[config.mk]
export PLATFORM = sky130hd
export DESIGN_NAME = pc_fetch_gen
export DESIGN_NICKNAME = d
export VERILOG_FILES = /design/src/rtl/pc_pkg.sv /design/src/rtl/ras_stack.sv /design/src/rtl/pc_fetch_gen.sv
export SDC_FILE = /design/constraint.sdc
export NUM_CORES = 1
export LEC_CHECK = 0
export ABC_CLOCK_PERIOD_IN_PS = 5600
export BUFFER_PORTS_ARGS = -buffer_cell sky130_fd_sc_hd__buf_2
export CORE_MARGIN = 2
export CORE_UTILIZATION = 45
export DETAILED_ROUTE_END_ITERATION = 6
export HOLD_SLACK_MARGIN = 0.03
export PLACE_DENSITY = 0.75
export SYNTH_ARGS = -nofsm -noshare
export SYNTH_HDL_FRONTEND = slang
export SYNTH_SLANG_ARGS = --single-unit
[constraint.sdc]
create_clock -name clk -period 5.6 [get_ports clk]
set_input_delay 0.84 -clock clk [delete_from_list [all_inputs] [get_ports clk]]
set_output_delay 0.84 -clock clk [all_outputs]
set_load 0.01 [all_outputs]
[src/rtl/pc_pkg.sv]
// Shared types and constants for the fetch PC generator.
package pc_pkg;

   localparam int unsigned INSN_BYTES = 4;

   typedef enum logic [2:0] {
      SRC_SEQ   = 3'd0,
      SRC_HOLD  = 3'd1,
      SRC_JUMP  = 3'd2,
      SRC_RET   = 3'd3,
      SRC_REDIR = 3'd4,
      SRC_TRAP  = 3'd5,
      SRC_RESET = 3'd6
   } pc_src_e;

endpackage

[src/rtl/ras_stack.sv]
// Circular return-address stack: overwrites the oldest entry when full, and push+pop
// together replaces the top entry in place.
module ras_stack #(
   parameter int unsigned XLEN  = 32,
   parameter int unsigned DEPTH = 4
) (
   input  logic                     clk,
   input  logic                     rst_n,
   input  logic                     i_push,
   input  logic                     i_pop,
   input  logic                     i_clear,
   input  logic [XLEN-1:0]          i_wdata,
   output logic [XLEN-1:0]          o_top,
   output logic [$clog2(DEPTH):0]   o_count,
   output logic                     o_ovf,
   output logic                     o_unf
);

   localparam int unsigned PTR_W = $clog2(DEPTH);
   localparam int unsigned CNT_W = PTR_W + 1;

   logic [XLEN-1:0]  r_mem [DEPTH];
   logic [PTR_W-1:0] r_ptr;
   logic [CNT_W-1:0] r_count;
   logic             r_ovf;
   logic             r_unf;

   logic [PTR_W-1:0] w_ptr_d;
   logic [CNT_W-1:0] w_count_d;
   logic             w_ovf_d;
   logic             w_unf_d;
   logic             w_we;
   logic [PTR_W-1:0] w_waddr;
   logic             w_empty;
   logic             w_full;

   assign w_empty = (r_count == '0);
   assign w_full  = (r_count == CNT_W'(DEPTH));

   always_comb begin
      w_ptr_d   = r_ptr;
      w_count_d = r_count;
      w_ovf_d   = 1'b0;
      w_unf_d   = 1'b0;
      w_we      = 1'b0;
      w_waddr   = r_ptr + PTR_W'(1);
      if (i_clear) begin
         w_ptr_d   = '0;
         w_count_d = '0;
      end else if (i_push && i_pop && !w_empty) begin
         w_we    = 1'b1;
         w_waddr = r_ptr;
      end else begin
         if (i_pop) begin
            if (w_empty) begin
               w_unf_d = 1'b1;
            end else begin
               w_ptr_d   = r_ptr - PTR_W'(1);
               w_count_d = r_count - CNT_W'(1);
            end
         end
         // Pop is only non-empty here when push is idle, so pointers never collide.
         if (i_push) begin
            w_we    = 1'b1;
            w_ptr_d = r_ptr + PTR_W'(1);
            if (w_full) begin
               w_ovf_d = 1'b1;
            end else begin
               w_count_d = r_count + CNT_W'(1);
            end
         end
      end
   end

   always_ff @(posedge clk) begin
      if (!rst_n) begin
         r_ptr   <= '0;
         r_count <= '0;
         r_ovf   <= 1'b0;
         r_unf   <= 1'b0;
      end else begin
         r_ptr   <= w_ptr_d;
         r_count <= w_count_d;
         r_ovf   <= w_ovf_d;
         r_unf   <= w_unf_d;
      end
   end

   always_ff @(posedge clk) begin
      if (rst_n && w_we) begin
         r_mem[w_waddr] <= i_wdata;
      end
   end

   assign o_top   = r_mem[r_ptr];
   assign o_count = r_count;
   assign o_ovf   = r_ovf;
   assign o_unf   = r_unf;

endmodule

[src/rtl/pc_fetch_gen.sv]
// Fetch PC generator: picks trap/redirect/hold/return/jump/sequential next PC and
// drives the return-address stack.
module pc_fetch_gen
   import pc_pkg::*;
#(
   parameter int unsigned XLEN      = 32,
   parameter int unsigned FETCH_W   = 1,
   parameter int unsigned RAS_DEPTH = 4
) (
   input  logic                         clk,
   input  logic                         rst_n,
   input  logic [XLEN-1:0]              i_pc_start,
   input  logic                         i_stall,
   input  logic                         i_trap_valid,
   input  logic [XLEN-1:0]              i_trap_target,
   input  logic                         i_redir_valid,
   input  logic [XLEN-1:0]              i_redir_target,
   input  logic                         i_pred_jump,
   input  logic                         i_pred_call,
   input  logic [XLEN-1:0]              i_pred_target,
   input  logic [XLEN-1:0]              i_ras_push_addr,
   input  logic                         i_pred_ret,
   output logic [XLEN-1:0]              o_pc_out,
   output logic [XLEN-1:0]              o_pc_next,
   output logic [XLEN-1:0]              o_pc_seq,
   output pc_src_e                      o_pc_src,
   output logic [$clog2(RAS_DEPTH):0]   o_ras_count,
   output logic                         o_ras_overflow,
   output logic                         o_ras_underflow
);

   localparam int unsigned   GRP_BYTES  = INSN_BYTES * FETCH_W;
   localparam logic [XLEN-1:0] GRP_MASK   = ~XLEN'(GRP_BYTES - 1);
   localparam logic [XLEN-1:0] ALIGN_MASK = ~XLEN'(INSN_BYTES - 1);

   logic [XLEN-1:0] r_pc;
   pc_src_e         r_src;

   logic [XLEN-1:0] w_pc_seq;
   logic [XLEN-1:0] w_pc_next;
   pc_src_e         w_src_next;
   logic            w_push;
   logic            w_pop;
   logic            w_clear;
   logic [XLEN-1:0] w_ras_top;
   logic            w_ras_empty;

   assign w_pc_seq = (r_pc & GRP_MASK) + XLEN'(GRP_BYTES);

   always_comb begin
      w_pc_next  = w_pc_seq;
      w_src_next = SRC_SEQ;
      w_push     = 1'b0;
      w_pop      = 1'b0;
      w_clear    = 1'b0;
      if (!rst_n) begin
         w_pc_next  = i_pc_start;
         w_src_next = SRC_RESET;
      end else if (i_trap_valid) begin
         w_pc_next  = i_trap_target & ALIGN_MASK;
         w_src_next = SRC_TRAP;
         w_clear    = 1'b1;
      end else if (i_redir_valid) begin
         w_pc_next  = i_redir_target & ALIGN_MASK;
         w_src_next = SRC_REDIR;
      end else if (i_stall) begin
         w_pc_next  = r_pc;
         w_src_next = SRC_HOLD;
      end else if (i_pred_ret) begin
         // A call in the same group as a return swaps the top entry.
         w_pop  = 1'b1;
         w_push = i_pred_jump && i_pred_call;
         if (!w_ras_empty) begin
            w_pc_next  = w_ras_top & ALIGN_MASK;
            w_src_next = SRC_RET;
         end
      end else if (i_pred_jump) begin
         w_pc_next  = i_pred_target & ALIGN_MASK;
         w_src_next = SRC_JUMP;
         w_push     = i_pred_call;
      end
   end

   always_ff @(posedge clk) begin
      r_pc  <= w_pc_next;
      r_src <= w_src_next;
   end

   ras_stack #(
      .XLEN  (XLEN),
      .DEPTH (RAS_DEPTH)
   ) u_ras (
      .clk     (clk),
      .rst_n   (rst_n),
      .i_push  (w_push),
      .i_pop   (w_pop),
      .i_clear (w_clear),
      .i_wdata (i_ras_push_addr),
      .o_top   (w_ras_top),
      .o_count (o_ras_count),
      .o_ovf   (o_ras_overflow),
      .o_unf   (o_ras_underflow)
   );

   assign w_ras_empty = (o_ras_count == '0);
   assign o_pc_out    = r_pc;
   assign o_pc_next   = w_pc_next;
   assign o_pc_seq    = w_pc_seq;
   assign o_pc_src    = r_src;

endmodule
; Word-level counts from Yosys, hierarchy flattened
; Memory sizes are Yosys's and may differ from the RTL's. A register that Yosys moved wholly into a read port is not among the register bits.
; Cells that the tools add are included.
[word_totals]
reg_bits = 42
ram_bits = 128
input_bits = 168
out_inout_bits = 104
elab_cells = 75
mem_count = 1
[memory_table]
columns = name, words, word_bits, read_ports, rd_clocked_by_memory_dff, write_ports, line
row1 = u_ras.r_mem, 4, 32, 1, 1, 1, ras_stack.sv:22  ; logic [XLEN-1:0] r_mem [DEPTH];
[classes]
add_sub_neg = 5
eq_ne = 2
muxes = 44
n_bitwise = 4
reduce_logical = 12
[op_table]
columns = op, count
row1 = 2-to-1 mux 32 bit, 7
row2 = "adder 32 x 3 -> 32 bit, second input constant", 1
row3 = 2-to-1 mux 2 bit, 11
row4 = 2-to-1 mux 1 bit, 20
row5 = 2-to-1 mux 3 bit, 6
row6 = OR reduction 4 bit, 2
row7 = logical AND 1 bit, 4
row8 = inverter 1 bit, 4
row9 = "adder 3 x 1 -> 3 bit, second input constant", 1
row10 = "== test 3 bit, second input constant", 1
row11 = zero test 3 bit, 1
row12 = AND reduction 3 bit, 1
row13 = OR reduction 3 bit, 1
row14 = "subtractor 3 x 1 -> 3 bit, second input constant", 1
row15 = "adder 2 x 1 -> 2 bit, second input constant", 1
row16 = "!= test 2 x 1 -> 1 bit, second input constant", 1
row17 = nonzero test 2 bit, 1
row18 = OR reduction 2 bit, 1
row19 = "subtractor 2 x 1 -> 2 bit, second input constant", 1
row20 = zero test 1 bit, 1

; Longest topological paths before layout
; Gate-level depths: netlist (run 1).
[depth]
word_depth = 13
depth_mapped = 10

; Modules after synthesis
; A second synthesis (run 1) with hierarchy kept.
[hier_totals]
cells_unflattened = 660
hier_area_um2 = 8361.8
[modules_own_cells]
columns = module, n_inst, cells_each, area_each_um2
row1 = ras_stack, 1, 235, 5222.5
row2 = pc_fetch_gen, 1, 425, 3139.3

; Worst setup path before layout (run 1)
; No wires, ideal clock.
[synth_path]
path_type = input to register
from = input port rst_n
to = memory u_ras.r_mem[3][10], enable pin
setup_ns = 0.493
arrival_time_ns = 4.637
slack_ns = 0.470
stages = 4
n_path_buf = 1
path_cell_list = clkbuf_1 -> nor4b_1 -> nand2_1 -> nor4_1
[synth_between]
elab_chain_len = 8
word_cells_on_any_way = 13
cone_classes = mux: 10 / reduce/logical: 3
[synth_rtl]
columns = item, line
row1 = from (decl), pc_fetch_gen.sv:11  ; input logic rst_n,
row2 = 2-to-1 mux 1 bit, pc_fetch_gen.sv:56  ; if (!rst_n) begin
row3 = logical AND 1 bit (2 in series), ras_stack.sv:50  ; end else if (i_push && i_pop && !w_empty) begin
row4 = 2-to-1 mux 1 bit, ras_stack.sv:50
row5 = 2-to-1 mux 1 bit, ras_stack.sv:47  ; if (i_clear) begin
row6 = logical AND 1 bit, ras_stack.sv:90  ; if (rst_n && w_we) begin
row7 = 2-to-1 mux 1 bit, ras_stack.sv:90
row8 = 2-to-1 mux 1 bit (implied by the code), ras_stack.sv:91  ; r_mem[w_waddr] <= i_wdata;
row9 = to (decl), ras_stack.sv:22
; Several ways; a longest one is shown, not always the timed one.

==> run_results.csv, run 1 <==
group,metric,value,unit
timing,finalSetupTns,0,ns
floorplan,ioPinCount,272,
power_and_ir_drop,max-vdd-ir-drop,280.8,uV
drt,drt-pass1-iter-count,5,
synth,yosysMostFrequentCell,"sky130_fd_sc_hd__edfxtp_1",
timing,timing.final.ws_setup,1.446,ns
setup_path,crit_path_max_incr_delay,0.90,ns
setup_path,timing.critical_path.max_delay_family,"flip-flops",
final_layout,multi_input_comb_area,0.003258,sq mm
setup_path,cp-start-kind,"register",
global_routing,grt_pass1_vias,6224,
setup_path,timing.critical_path.arrival,3.31,ns
power_and_ir_drop,power_density_over_cell_area,287.5,mW/mm^2
timing,clock-skew-final,0.01011,ns
drt,first_iteration_detailed_routing_drc_count,503,
floorplan,design.core.area,0.01730,sq mm
placement,routabilityCongestion,0.8662,
final_layout,final_layout_size_suffix_gt1_share,39.60,%
clocking,clock_sink_count,164,
clocking,cts_made_buffers,17,
clocking,ctsHtreeMaxLevel,4,
drt,drt_drc_violations_left,0,
setup_path,crit_path_top_delay_cell,"sky130_fd_sc_hd__dfxtp_2",
floorplan,floorplan.die.width,137.1,microns
clocking,cts_hold_repair.buffers,0,
final_layout,area_added_between_synthesis_and_finish,26.20,%
global_routing,grt_antenna_before_repair,3,
floorplan,num_rows,48,
final_layout,num-fill-cells,1447,
setup_path,element_type_at_the_critical_path_end,"primary output",
floorplan,initial_core_util,46.06,%
setup_path,crit_path_max_fanout,24,
global_routing,grt_util_all_layers,26.98,%
final_layout,final-seq-area,0.004486,sq mm
synth,yosys.cell_types.count,62,
final_layout,finish.net_count,1053,
outcome,status,"finished, final reports clean",
flow_run,maxCapViolCount,0,
global_routing,grt_first_pass_wirelength,36.40,mm
final_layout,finalCoreUtilization,58.12,%
clocking,clk-insertion-delay-late,0.42,ns
timing,fmax,0.2407,GHz
synth,cell_count_after_synthesis,635,
placement,place_worst_setup_slack,1.406,ns
synth,ys_dominant_reg_cell,"sky130_fd_sc_hd__edfxtp_1",
setup_path,worstPathRequired,4.76,ns
synth,synth_commonest_cells,"sky130_fd_sc_hd__edfxtp_1 (120), sky130_fd_sc_hd__nor2_1 (62), sky130_fd_sc_hd__dfxtp_1 (44)",
global_routing,globalRoute.totalOverflow,0,
drt,postRouteWirelength,25.56,mm
timing,report.final.slew_viol_count,0,
global_routing,global_route.usage.met3,6.519,%
drt,routed-via-count,6534,
power_and_ir_drop,p_leak,3.808,nW
synth,ys_async_sr_fraction,0,%
synth,synth_enable_flop_cells,120,
synth,ys_top_cells_by_area,"sky130_fd_sc_hd__edfxtp_1 (45%), sky130_fd_sc_hd__dfxtp_1 (11%), sky130_fd_sc_hd__mux4_2 (8.5%)",
clocking,cts_tree,"built",
floorplan,die_area,0.01878,sq mm
timing,max_slew_margin,26.03,%
placement,port-buffer-count,261,
clocking,worst_setup_hold_path_clk_slew,0.06,ns
drt,routedWlPerCell,22.80,microns
timing,worst-slew-pin-transition,1.105,ns
power_and_ir_drop,finalPower,2.891,mW
timing,finalCriticalPeriod,4.154,ns
synth,synth.cell_area,0.007966,sq mm
min_path,hp-start,"u_ras.o_count[1]$_SDFFE_PP0N_",
clocking,clock_path_buffers,2,
global_routing,grt_max_degree,44,
setup_path,crit_path_cell_trace,"buf_4 > mux4_2 > a221oi_1 > nor2_1 > a211o_1 > buf_2",
timing,number_of_setup_violations_in_the_final_report,0,
global_routing,met1_usage,35.04,%
timing,final.period_utilization,74.19,%
synth,portion_of_the_post_synthesis_area_used_by_sequential_elements,56.29,%
setup_path,critPathBufInv,2,
drt,vias_per_cell,5.829,
placement,hpwl,18.27,mm
clocking,cts_setup_buffers,0,
floorplan,die_height,137.1,microns
synth,synth_largest_area_cell,"sky130_fd_sc_hd__edfxtp_1",
timing,rsz0062_at_grt,"no",
synth,synth_largest_type_area_fraction,45.23,%
synth,synth-seq-cells,164,
min_path,min_path_type,"reg -> reg",
synth,yosys_warnings,0,
clocking,clock_tree.root_cell,"sky130_fd_sc_hd__clkbuf_16",
global_routing,grt_busiest_layer,"met2",
global_routing,gr_layer_usage_met2,44.17,%
timing,timing.final.hold_violations,0,
synth,avgSynthCellArea,12.55,sq um
drt,postRouteAntennaNets,0,
clocking,ctsResizeCount,0,
setup_path,worstSetupPathType,"reg -> out",
[worst register-to-register path: stages (launching register included)]
cell and delay, ns:
sky130_fd_sc_hd__dfxtp_2 0.90, sky130_fd_sc_hd__buf_4 0.36, sky130_fd_sc_hd__mux4_2 0.54, sky130_fd_sc_hd__a221oi_1 0.59, sky130_fd_sc_hd__nor2_1 0.10, sky130_fd_sc_hd__a211o_1 0.27
[sequential cells by signal, indices dropped and copies added, names as in the netlist, named ones only]
register,cells
u_ras.o_ovf,1
u_ras.r_ptr,2
o_pc_out,32
u_ras.r_mem,120
u_ras.o_count,3
o_pc_src,3
u_ras.o_unf,1
[layout by cell type, fill, tap and decap left out, drive strengths merged, types with 12 or more instances in the layout]
cell type  netlist  layout
a21oi           24      24
a221o           15      15
a221oi          41      41
buf             12     273
clkbuf          35      20
dfxtp           44      44
edfxtp         120     120
inv             17      22
mux4            30      30
nand2           23      23
nand3           16      16
nor2            62      62
o21ai           30      30
xnor2           20      20
xor2            12      12
[through the flow]
stage	instance area (sq um)	hold WS, ns	std cells
6_report	10050	0.5300	1121
5_1_grt	10050	0.5656	1121
4_1_cts	10050	0.5265	1119
3_5_place_dp	9489	0.5145	1087
3_3_place_gp	9489	0.5074	1087
2_1_floorplan	7970	0.5228	636
[routing by layer]
layer | vias up | share of wire [%]
li1 | 3006 | -
met1 | 3152 | 41
met2 | 328 | 48
met3 | 46 | 8.1
met4 | 2 | 2.9
met5 | - | 0.047
[worst paths after layout]
kind	to	slack (ns)	cells past startpoint
max	o_pc_next[23]	1.45	6
min	u_ras.o_count[1]$_SDFFE_PP0N_	0.53	2
max reg2reg	o_pc_out[23]$_DFF_P_	2.73	5
min reg2reg	u_ras.o_count[1]$_SDFFE_PP0N_	0.53	2
[where the power goes]
part	total (mW)	internal, mW	leakage [nW]	switching [mW]
registers	1.38	1.33	1.45	0.0494
clock network	1.12	0.623	0.268	0.495
logic	0.396	0.163	2.09	0.233
[cells by family (layout without fill, tap and decap cells)]
family,Yosys count,after routing,share of synthesized area [%]
AOI/OAI and AO/OA,169,169,15.63
DFF,164,164,56.29
and+or+nand+nor,163,163,11.09
buffers and inverters,65,323,3.345
muxes,37,37,9.361
xor gates and xnor gates,32,32,3.612
adders and majority gates,4,4,0.6283
other,1,4,0.04707
[cell type report]
| type | instances | share of cell area (%) |
|---|---|---|
| diodes | 2 | 0.04978 |
| clock buffers | 20 | 4.343 |
| clock inverters | 12 | 1.220 |
| inverters | 18 | 0.6721 |
| multi-input cells | 407 | 32.41 |
| flip-flops and latches | 164 | 44.62 |
| well taps | 225 | 2.800 |
| repair buffers | 273 | 13.89 |
(Power assumes the default switching activity.)
==> run 2, diff against run 1 <==
--- a/config.mk
+++ b/config.mk
@@ -5,7 +5,7 @@
 export SDC_FILE = /design/constraint.sdc
 export NUM_CORES = 1
 export LEC_CHECK = 0
-export ABC_CLOCK_PERIOD_IN_PS = 5600
+export ABC_CLOCK_PERIOD_IN_PS = 4000
 export BUFFER_PORTS_ARGS = -buffer_cell sky130_fd_sc_hd__buf_2
 export CORE_MARGIN = 2
 export CORE_UTILIZATION = 45
==> constraint.sdc (replaced) <==
create_clock -name clk -period 4 [get_ports clk]
set_input_delay 0.6 -clock clk [delete_from_list [all_inputs] [get_ports clk]]
set_output_delay 0.6 -clock clk [all_outputs]
set_load 0.01 [all_outputs]
==> run 2 against run 1 <==
Net effect: combinational power grew 43%; utilization grew 0.88 points; cell count grew 1.4%; clock power grew 48%; worst hold slack lost 0.14 ns; power grew 43%; sequential share of layout area shrank 0.67 points; critical path depth grew 1; non-clock buffer count grew 15; count of clock-buffer cells in the layout shrank 2; die area is the same; flip-flop and latch count is the same.
==> run_results.csv, run 2 (same netlist as run 1, synthesis figures left out) <==
group,metric,value,unit
floorplan,initial_core_util,46.06,%
clocking,ctsResizeCount,0,
placement,place_worst_setup_slack,0.7946,ns
drt,drt-pass1-iter-count,5,
final_layout,finalCoreUtilization,59.01,%
power_and_ir_drop,max-vdd-ir-drop,544.9,uV
floorplan,num_rows,48,
setup_path,timing.critical_path.arrival,3.11,ns
setup_path,crit-reg2reg-capture,"o_pc_out[16]$_DFF_P_",
drt,drt_drc_violations_left,0,
drt,postRouteAntennaNets,0,
setup_path,worstSetupPathType,"reg -> out",
setup_path,cp-start-kind,"register",
drt,first_iteration_detailed_routing_drc_count,512,
min_path,timing.hold.worst_path_depth,1,
final_layout,finish.net_count,1068,
min_path,hp-start,"i_ras_push_addr[15]",
global_routing,globalRoute.totalOverflow,0,
setup_path,element_type_at_the_critical_path_end,"primary output",
timing,rsz0062_at_grt,"no",
final_layout,layout_common_cells,"sky130_fd_sc_hd__buf_2 (261), sky130_fd_sc_hd__edfxtp_1 (120), sky130_fd_sc_hd__nor2_1 (60), sky130_fd_sc_hd__dfxtp_1 (43), sky130_fd_sc_hd__a221oi_1 (41)",
timing,final.period_utilization,92.70,%
min_path,worst_hold_endpoint,"u_ras.r_mem[1][15]$_DFFE_PP_",
final_layout,multi_input_comb_area,0.003258,sq mm
drt,routedWlPerCell,22.51,microns
final_layout,largest_register,"u_ras.r_mem",
setup_path,reg2regPathDepth,6,
drt,routed-via-count,6721,
flow_run,maxCapViolCount,0,
clocking,clock_sink_count,164,
global_routing,grt_antenna_before_repair,3,
placement,port-buffer-count,261,
floorplan,die_area,0.01878,sq mm
final_layout,largest_register_ffs,120,
clocking,cts_tree,"built",
final_layout,final_layout_size_suffix_gt1_share,40.81,%
setup_path,timing.rr.start,"o_pc_out[2]$_DFF_P_",
timing,number_of_setup_violations_in_the_final_report,0,
final_layout,layoutNonFillerInstCount,1137,
power_and_ir_drop,finalPower,4.148,mW
drt,postRouteWirelength,25.60,mm
timing,report.final.slew_viol_count,0,
timing,fmax,0.2697,GHz
clocking,clk-insertion-delay-late,0.43,ns
final_layout,final-seq-area,0.004486,sq mm
timing,clock-skew-final,0.008600,ns
timing,max_slew_margin,41.67,%
setup_path,ff2ff_setup_slack,1.39,ns
global_routing,grt_pass1_vias,6331,
timing,timing.final.ws_setup,0.2919,ns
floorplan,floorplan.die.width,137.1,microns
timing,finalSetupTns,0,ns
placement,routabilityCongestion,0.8782,
final_layout,layout.cells.most_common,"sky130_fd_sc_hd__buf_2",
floorplan,die_height,137.1,microns
power_and_ir_drop,power_density_over_cell_area,406.4,mW/mm^2
floorplan,ioPinCount,272,
min_path,min_path_type,"in -> reg",
timing,worst-slew-pin-transition,0.8710,ns
timing,finalCriticalPeriod,3.708,ns
final_layout,finalInstanceArea,0.01021,sq mm
clocking,cts_made_buffers,17,
clocking,cts_hold_repair.buffers,0,
setup_path,crit_path_max_fanout,8,
clocking,worst_setup_hold_path_clk_slew,0.07,ns
global_routing,grt_max_degree,36,
setup_path,worstPathRequired,3.40,ns
power_and_ir_drop,p_leak,3.905,nW
clocking,cts_setup_buffers,0,
global_routing,grt_util_all_layers,27.47,%
timing,hold_ws,0.3869,ns
outcome,status,"finished, final reports clean",
final_layout,area_added_between_synthesis_and_finish,28.11,%
placement,post-place-cells,1102,
final_layout,num-fill-cells,1436,
clocking,clock_path_buffers,2,
clocking,ctsHtreeMaxLevel,4,
clocking,clock_tree.root_cell,"sky130_fd_sc_hd__clkbuf_16",
drt,vias_per_cell,5.911,
placement,hpwl,19.14,mm
global_routing,grt_first_pass_wirelength,37.24,mm
placement,dpl-instance-area,0.009602,sq mm
timing,timing.final.hold_violations,0,
floorplan,design.core.area,0.01730,sq mm
==> run 2: cell count changes in the layout (fill, tap and decap cells not counted), sizes merged <==
cell / delta
clkinvlp: -1
clkbuf: -2
inv: +1
diode: +1
buf: +15
bufinv: +1
clkinv: +1
==> run 2: area by class of cell <==
class	count	share of cell area (%)
Clock inverter	14	1.643
Tap cell	225	2.758
Timing Repair Buffer	288	14.78
Inverter	18	0.6620
Multi-Input combinational cell	407	31.92
Sequential cell	164	43.95
Clock buffer	18	4.205
Antenna cell	3	0.07356
==> run 2: power breakdown <==
group          switching, mW  internal, mW
combinational          0.332         0.236
sequential            0.0633          1.86
clock                  0.718         0.940
total                   1.11          3.03
==> run 2: worst max path at each step <==
stage	from	to	slack [ns]	cells after the start
4_1_cts	o_pc_out[2]$_DFF_P_	o_pc_next[16]	0.32	7
6_report	o_pc_out[2]$_DFF_P_	o_pc_next[16]	0.29	7
3_3_place_gp	rst_n	o_pc_next[13]	0.75	7
2_1_floorplan	rst_n	u_ras.r_mem[3][10]$_DFFE_PP_	-0.89	4
5_1_grt	u_ras.o_count[0]$_SDFFE_PP0N_	o_pc_next[29]	0.22	9
3_5_place_dp	rst_n	o_pc_next[13]	0.79	7
==> run 2: per-layer routing <==
metal / routed length, microns / track usage, % / up-vias
met5: 0 / 0 / -
met4: 741 / 11.05 / 0
met3: 2398 / 6.444 / 46
met2: 12440 / 43.89 / 363
met1: 10010 / 36.25 / 3273
li1: - / - / 3039
==> run 2: worst max-delay path, stage by stage (launching register included) <==
cell	delay, ns
sky130_fd_sc_hd__dfxtp_1	0.56
sky130_fd_sc_hd__ha_1	0.36
sky130_fd_sc_hd__inv_1	0.13
sky130_fd_sc_hd__or3_1	0.53
sky130_fd_sc_hd__or4_1	0.50
sky130_fd_sc_hd__xnor2_2	0.24
sky130_fd_sc_hd__a31o_1	0.22
sky130_fd_sc_hd__buf_2	0.14
